File: src/rtl/uart_sched_pkg.sv
// Shared types and helpers for the UART transmit scheduler: FSM encoding,
// default start-acknowledge timeout and the grant index width helper.
package uart_sched_pkg;

    typedef enum logic [2:0] {
        ST_IDLE      = 3'd0,
        ST_SEND      = 3'd1,
        ST_WAIT_ACK  = 3'd2,
        ST_WAIT_DONE = 3'd3,
        ST_LOCKED    = 3'd4
    } sched_state_t;

    localparam int ACK_TIMEOUT_DEF = 15;

    // Width of a requester index; never below one bit.
    function automatic int grant_w(input int n);
        return (n > 1) ? $clog2(n) : 1;
    endfunction

endpackage

File: src/rtl/rr_pick.sv
// Rotating-priority search: the first set bit of req at or above ptr,
// wrapping around, wins.
module rr_pick
    import uart_sched_pkg::*;
#(
    parameter int NUM_REQ = 4
) (
    input  logic [NUM_REQ-1:0]          req,
    input  logic [grant_w(NUM_REQ)-1:0] ptr,
    output logic [grant_w(NUM_REQ)-1:0] winner,
    output logic                        any_valid
);

    localparam int GW = grant_w(NUM_REQ);

    always_comb begin
        int idx;
        idx       = 0;
        winner    = '0;
        any_valid = |req;
        // Walk from the farthest offset inward so the nearest candidate is written last.
        for (int off = NUM_REQ - 1; off >= 0; off--) begin
            idx = int'(ptr) + off;
            if (idx >= NUM_REQ) begin
                idx = idx - NUM_REQ;
            end
            if (req[idx[GW-1:0]]) begin
                winner = idx[GW-1:0];
            end
        end
    end

endmodule

File: src/rtl/uart_tx_sched.sv
// Round-robin arbiter sharing one uart_tx between NUM_REQ byte producers,
// with per-message locking via req_last and a start-acknowledge timeout.
module uart_tx_sched
    import uart_sched_pkg::*;
#(
    parameter int NUM_REQ     = 4,
    parameter int DATA_WIDTH  = 8,
    parameter int ACK_TIMEOUT = ACK_TIMEOUT_DEF
) (
    input  logic                          clk,
    input  logic                          rst,
    input  logic [NUM_REQ-1:0]            req_valid,
    input  logic [NUM_REQ*DATA_WIDTH-1:0] req_data,
    input  logic [NUM_REQ-1:0]            req_last,
    output logic [NUM_REQ-1:0]            req_ready,
    output logic [DATA_WIDTH-1:0]         tx_data,
    output logic                          tx_start,
    input  logic                          tx_busy,
    output logic [grant_w(NUM_REQ)-1:0]   grant_id,
    output logic                          grant_active,
    output logic                          tx_err
);

    localparam int GW    = grant_w(NUM_REQ);
    localparam int CNT_W = $clog2(ACK_TIMEOUT + 1);

    sched_state_t          state_reg, state_next;
    logic [GW-1:0]         grant_reg, rr_ptr_reg, pick_id;
    logic                  pick_any;
    logic [DATA_WIDTH-1:0] tx_data_reg;
    logic                  last_reg, tx_start_reg, tx_err_reg, active_reg;
    logic [CNT_W-1:0]      cnt_reg;
    logic                  take_grant, load_byte, byte_done, ack_expired;
    logic [DATA_WIDTH-1:0] slice [NUM_REQ];

    generate
        for (genvar gi = 0; gi < NUM_REQ; gi++) begin : g_req
            assign slice[gi]     = req_data[gi*DATA_WIDTH +: DATA_WIDTH];
            assign req_ready[gi] = (state_reg == ST_SEND) && (grant_reg == GW'(gi));
        end
    endgenerate

    rr_pick #(.NUM_REQ(NUM_REQ)) u_pick (
        .req       (req_valid),
        .ptr       (rr_ptr_reg),
        .winner    (pick_id),
        .any_valid (pick_any)
    );

    always_comb begin
        state_next  = state_reg;
        take_grant  = 1'b0;
        load_byte   = 1'b0;
        byte_done   = 1'b0;
        ack_expired = 1'b0;
        case (state_reg)
            ST_IDLE: begin
                if (pick_any && !tx_busy) begin
                    take_grant = 1'b1;
                    state_next = ST_SEND;
                end
            end
            ST_SEND: begin
                load_byte  = 1'b1;
                state_next = ST_WAIT_ACK;
            end
            ST_WAIT_ACK: begin
                if (tx_busy) begin
                    state_next = ST_WAIT_DONE;
                end else if (cnt_reg == CNT_W'(ACK_TIMEOUT - 1)) begin
                    // No acknowledge: flag it and treat the byte as sent.
                    ack_expired = 1'b1;
                    byte_done   = 1'b1;
                end
            end
            ST_WAIT_DONE: begin
                if (!tx_busy) begin
                    byte_done = 1'b1;
                end
            end
            ST_LOCKED: begin
                if (req_valid[grant_reg]) begin
                    state_next = ST_SEND;
                end
            end
            default: state_next = ST_IDLE;
        endcase
        if (byte_done) begin
            state_next = last_reg ? ST_IDLE : ST_LOCKED;
        end
    end

    always_ff @(posedge clk or negedge rst) begin
        if (!rst) begin
            state_reg    <= ST_IDLE;
            grant_reg    <= '0;
            rr_ptr_reg   <= '0;
            tx_data_reg  <= '0;
            last_reg     <= 1'b0;
            tx_start_reg <= 1'b0;
            tx_err_reg   <= 1'b0;
            active_reg   <= 1'b0;
            cnt_reg      <= '0;
        end else begin
            state_reg    <= state_next;
            tx_start_reg <= load_byte;
            tx_err_reg   <= ack_expired;
            if (take_grant) begin
                grant_reg  <= pick_id;
                active_reg <= 1'b1;
            end
            if (load_byte) begin
                tx_data_reg <= slice[grant_reg];
                last_reg    <= req_last[grant_reg];
                cnt_reg     <= '0;
            end else if (state_reg == ST_WAIT_ACK && !tx_busy) begin
                cnt_reg <= cnt_reg + CNT_W'(1);
            end
            // Message finished: hand priority to the next requester up.
            if (byte_done && last_reg) begin
                active_reg <= 1'b0;
                rr_ptr_reg <= (grant_reg == GW'(NUM_REQ - 1)) ? '0 : grant_reg + GW'(1);
            end
        end
    end

    assign tx_data      = tx_data_reg;
    assign tx_start     = tx_start_reg;
    assign tx_err       = tx_err_reg;
    assign grant_id     = grant_reg;
    assign grant_active = active_reg;

endmodule

File: config.mk
export PLATFORM = sky130hd
export DESIGN_NAME = uart_tx_sched
export DESIGN_NICKNAME = d
export VERILOG_FILES = /design/src/rtl/uart_sched_pkg.sv /design/src/rtl/rr_pick.sv /design/src/rtl/uart_tx_sched.sv
export SDC_FILE = /design/constraint.sdc
export NUM_CORES = 1
export LEC_CHECK = 0
export CORE_ASPECT_RATIO = 0.7
export CORE_MARGIN = 2
export CORE_UTILIZATION = 25
export CTS_CLUSTER_DIAMETER = 200
export CTS_CLUSTER_SIZE = 16
export DETAILED_ROUTE_END_ITERATION = 8
export GPL_TIMING_DRIVEN = 0
export PLACE_DENSITY = 0.58
export SETUP_SLACK_MARGIN = 0.5
export SKIP_LAST_GASP = 1
export SLEW_MARGIN = 20
export SYNTH_ARGS = -nofsm -noshare
export SYNTH_HDL_FRONTEND = slang
export SYNTH_SLANG_ARGS = --single-unit
File: constraint.sdc
create_clock -name clk -period 1.85 [get_ports clk]
set_clock_uncertainty 0.05 [all_clocks]
set_input_delay 0.555 -clock clk [delete_from_list [all_inputs] [get_ports clk]]
set_output_delay 0.555 -clock clk [all_outputs]
set_load 0.05 [all_outputs]
==> impl_results.md <==
- Switching power: 1.76 mW
- Count leader, synth: dfrtp_1
- Final RePlAce weighted congestion: 0.771
- Max FFs per register: 8
- Final slew viol count: 0
- Initial antenna violation count: 0
- Crit end category: primary output
- Largest net degree at the start of global routing: 24
- Remaining antenna violation count after routing: 0
- Synthesized area per cell: 12.1 um2
- Reg-to-reg critical path endpoint: state_reg[2]
- Pin slew with the least headroom to its limit: 0.538 ns
- Area share of the largest cell type after synthesis: 41.4%
- Max-cap violations: 0
- Initial DRC Count: 31
- Distinct cells, synth: 37
- Mapped Cells: 115
- Vias in the first global route: 1,293
- Placed Cells: 246
- Routed wire length: 4.29 mm
- Sequential share of the synthesized area: 41.4%
- Global route overflow: 0
- Syn nets: 164
- Outcome: finished with violations
- All-Layer GR Usage: 13.8%
- Max-slew headroom: 64.1%
- Worst hold slack: 0.211 ns
- Layout fillers: 457
- Hold Crit Class: in -> async
- Clock Sinks: 23
- Final instance area: 0.00269 mm2
- Combinational Power Share: 69.8%
- Placed instance area: 0.00223 mm2
- R2R Path Start: grant_id[0]
- Rows: 22
- Cell taking the most area after synthesis: dfrtp_1
- Average via count per standard cell: 4.69
- Post-synthesis instance area: 0.00139 mm2
- First-pass GRT wire length: 6.53 mm
- Pre-Repair DR Iteration Count: 4
- Worst-skew pair later-pin latency: 0.27 ns
- Die width: 93.1 um
- Final Critical Period: 2.01 ns
- Setup slack after layout: -0.157 ns
- Fmax: 498 MHz
- Vias: 1,299
- Final Hold Fails: 0
- Critical path class: reg -> out
- CTS H-tree depth: 1
- FF-to-FF path depth: 6
- Switching part of the total: 41.6%
- Startpoint Class: flop
- Yosys Warn Count: 0
- #FFs+latches synth: 23
- R2R Setup Slk: -0.05 ns
- Post-synth top flop: dfrtp_1
- TritonCTS clock tree: done
- Post-synth ARST share: 100%
- Wire per inst: 15.5 um
- RSZ-0062 raised after global routing: true
- Residual DRC: 0
- Io pins: 60
- Post-synth EDFFs: 0
- Sequential group share of total power: 22.7%
- Layout Cells excl Fill: 277
- Multi-input logic area: 0.00100 mm2
- # port buffers: 59
- Core Region: 0.00531 mm2
- Diodes inserted: 0
- Fin util: 50.7%
- Area grow syn2layout: 93.8%
- CTS clk-pin slew, worst paths: 0.08 ns
- Layout cells sized above 1: 55.1%
- Net count, final: 255
- FF+latch area: 584 um2
- Initial cell density of the core: 26.1%
- Synth area leaders: dfrtp_1 (41%), mux4_2 (16%), mux2_2 (9.7%)
- Tcrit/Tclk final: 108%
- Num CTS Buffers: 3
- Violated checks: setup timing
- Post-synth top cells: dfrtp_1 (23), mux2_2 (12), mux4_2 (10), nor2_1 (8)
- Crit path DAT: 1.40 ns
- CP required: 1.24 ns
- Final setup fails: 6
- Clock Tree Root: clkbuf_8
- Peak VDD IR: 0.375 mV
- Clk buf depth: 2
- Internal power: 2.47 mW
- Die height: 66.4 um
- CP Max Fanout: 5
- HPWL after detailed placement: 2.93 mm
- Leakage power: 1.13 nW
- Die ar.: 0.00618 mm2
- Clk pwr share: 7.5%
- PD cells: 1570 mW/mm2
==> metrics by stage <==
stage / total power [mW] / setup WS (ns) / setup TNS, ns
final: 4.22 / -0.157 / -0.643
after global routing: 4.47 / -0.206 / -0.994
after global placement: 3.07 / -0.587 / -10.53
after detailed placement: 3.13 / -0.618 / -7.32
after CTS: 3.88 / -0.192 / -0.642
after floorplan: 2.48 / 0.0427 / 0
==> cell type report <==
type	instances	share of cell area [%]
multi-input combinational	80	37.2
timing repair buffer	86	31.7
sequential	23	21.7
tap	72	3.35
buffer	6	2.84
clock buffer	3	1.53
inverter	6	1.49
clock inverter	1	0.186
==> critical path: stages, from the launching register on <==
cell,delay (ns)
dfrtp_4,0.52
buf_12,0.15
clkinv_8,0.04
ha_4,0.10
and3_4,0.17
buf_8,0.14
==> logic make-up (layout without fill, tap and decap cells) <==
| kind of cell | Yosys count | count (layout) | share of synthesized area, % |
|---|---|---|---|
| xor gates and xnor gates | 1 | 1 | 0.631 |
| AOI/OAI and AO/OA | 18 | 18 | 8.56 |
| DFF | 23 | 23 | 41.4 |
| buffers and inverters | 12 | 102 | 3.51 |
| and+or+nand+nor | 32 | 32 | 13.8 |
| adders and majority gates | 6 | 6 | 5.41 |
| muxes | 23 | 23 | 26.7 |
==> how the worst max path moves through the flow <==
| stage | from | endpoint | slack, ns | cells past startpoint |
|---|---|---|---|---|
| floorplan | grant_id[0] | req_ready[2] | 0.04 | 4 |
| global placement | grant_id[0] | req_ready[0] | -0.59 | 5 |
| detailed placement | grant_id[0] | req_ready[0] | -0.62 | 5 |
| CTS | grant_id[0] | req_ready[0] | -0.19 | 5 |
| global route | grant_id[0] | req_ready[0] | -0.21 | 5 |
| finish | grant_id[0] | req_ready[0] | -0.16 | 5 |
==> per-layer routing <==
metal  track usage, %  wire (um)  part of all wire [%]
met5                0          0                     0
met4             4.41         34                  0.79
met3             3.88        342                   8.0
met2             22.1       2010                    47
met1             18.1       1900                    44
==> power groups by stage <==
stage	registers [mW]	logic [mW]	clock network [mW]
finish	0.957	2.95	0.317
global route	0.984	3.13	0.355
CTS	0.949	2.59	0.342
detailed placement	0.969	2.16	0
global placement	0.949	2.12	0
floorplan	1.38	1.10	0
==> repair_timing <==
| item | in CTS | in global routing |
|---|---|---|
| resized for setup | 157 | 30 |
| pin swaps | 4 | 7 |
| setup buffers | 16 | 11 |
| endpoints found under the setup margin | 40 | 40 |
| hold buffers | 0 | 0 |
==> layout by cell type, fill, tap and decap left out, types with 4 or more instances in the layout <==
master           instances
buf_8                    6
o21ai_0                  4
and3_4                   4
buf_4                   18
nor2_1                   6
mux4_2                  10
mux2_4                  10
buf_6                   22
dfrtp_1                 18
clkdlybuf4s50_1         30
dlygate4sd2_1            9
ha_4                     4
dfrtp_2                  4
Note: power is estimated with default switching activity, not from simulation.
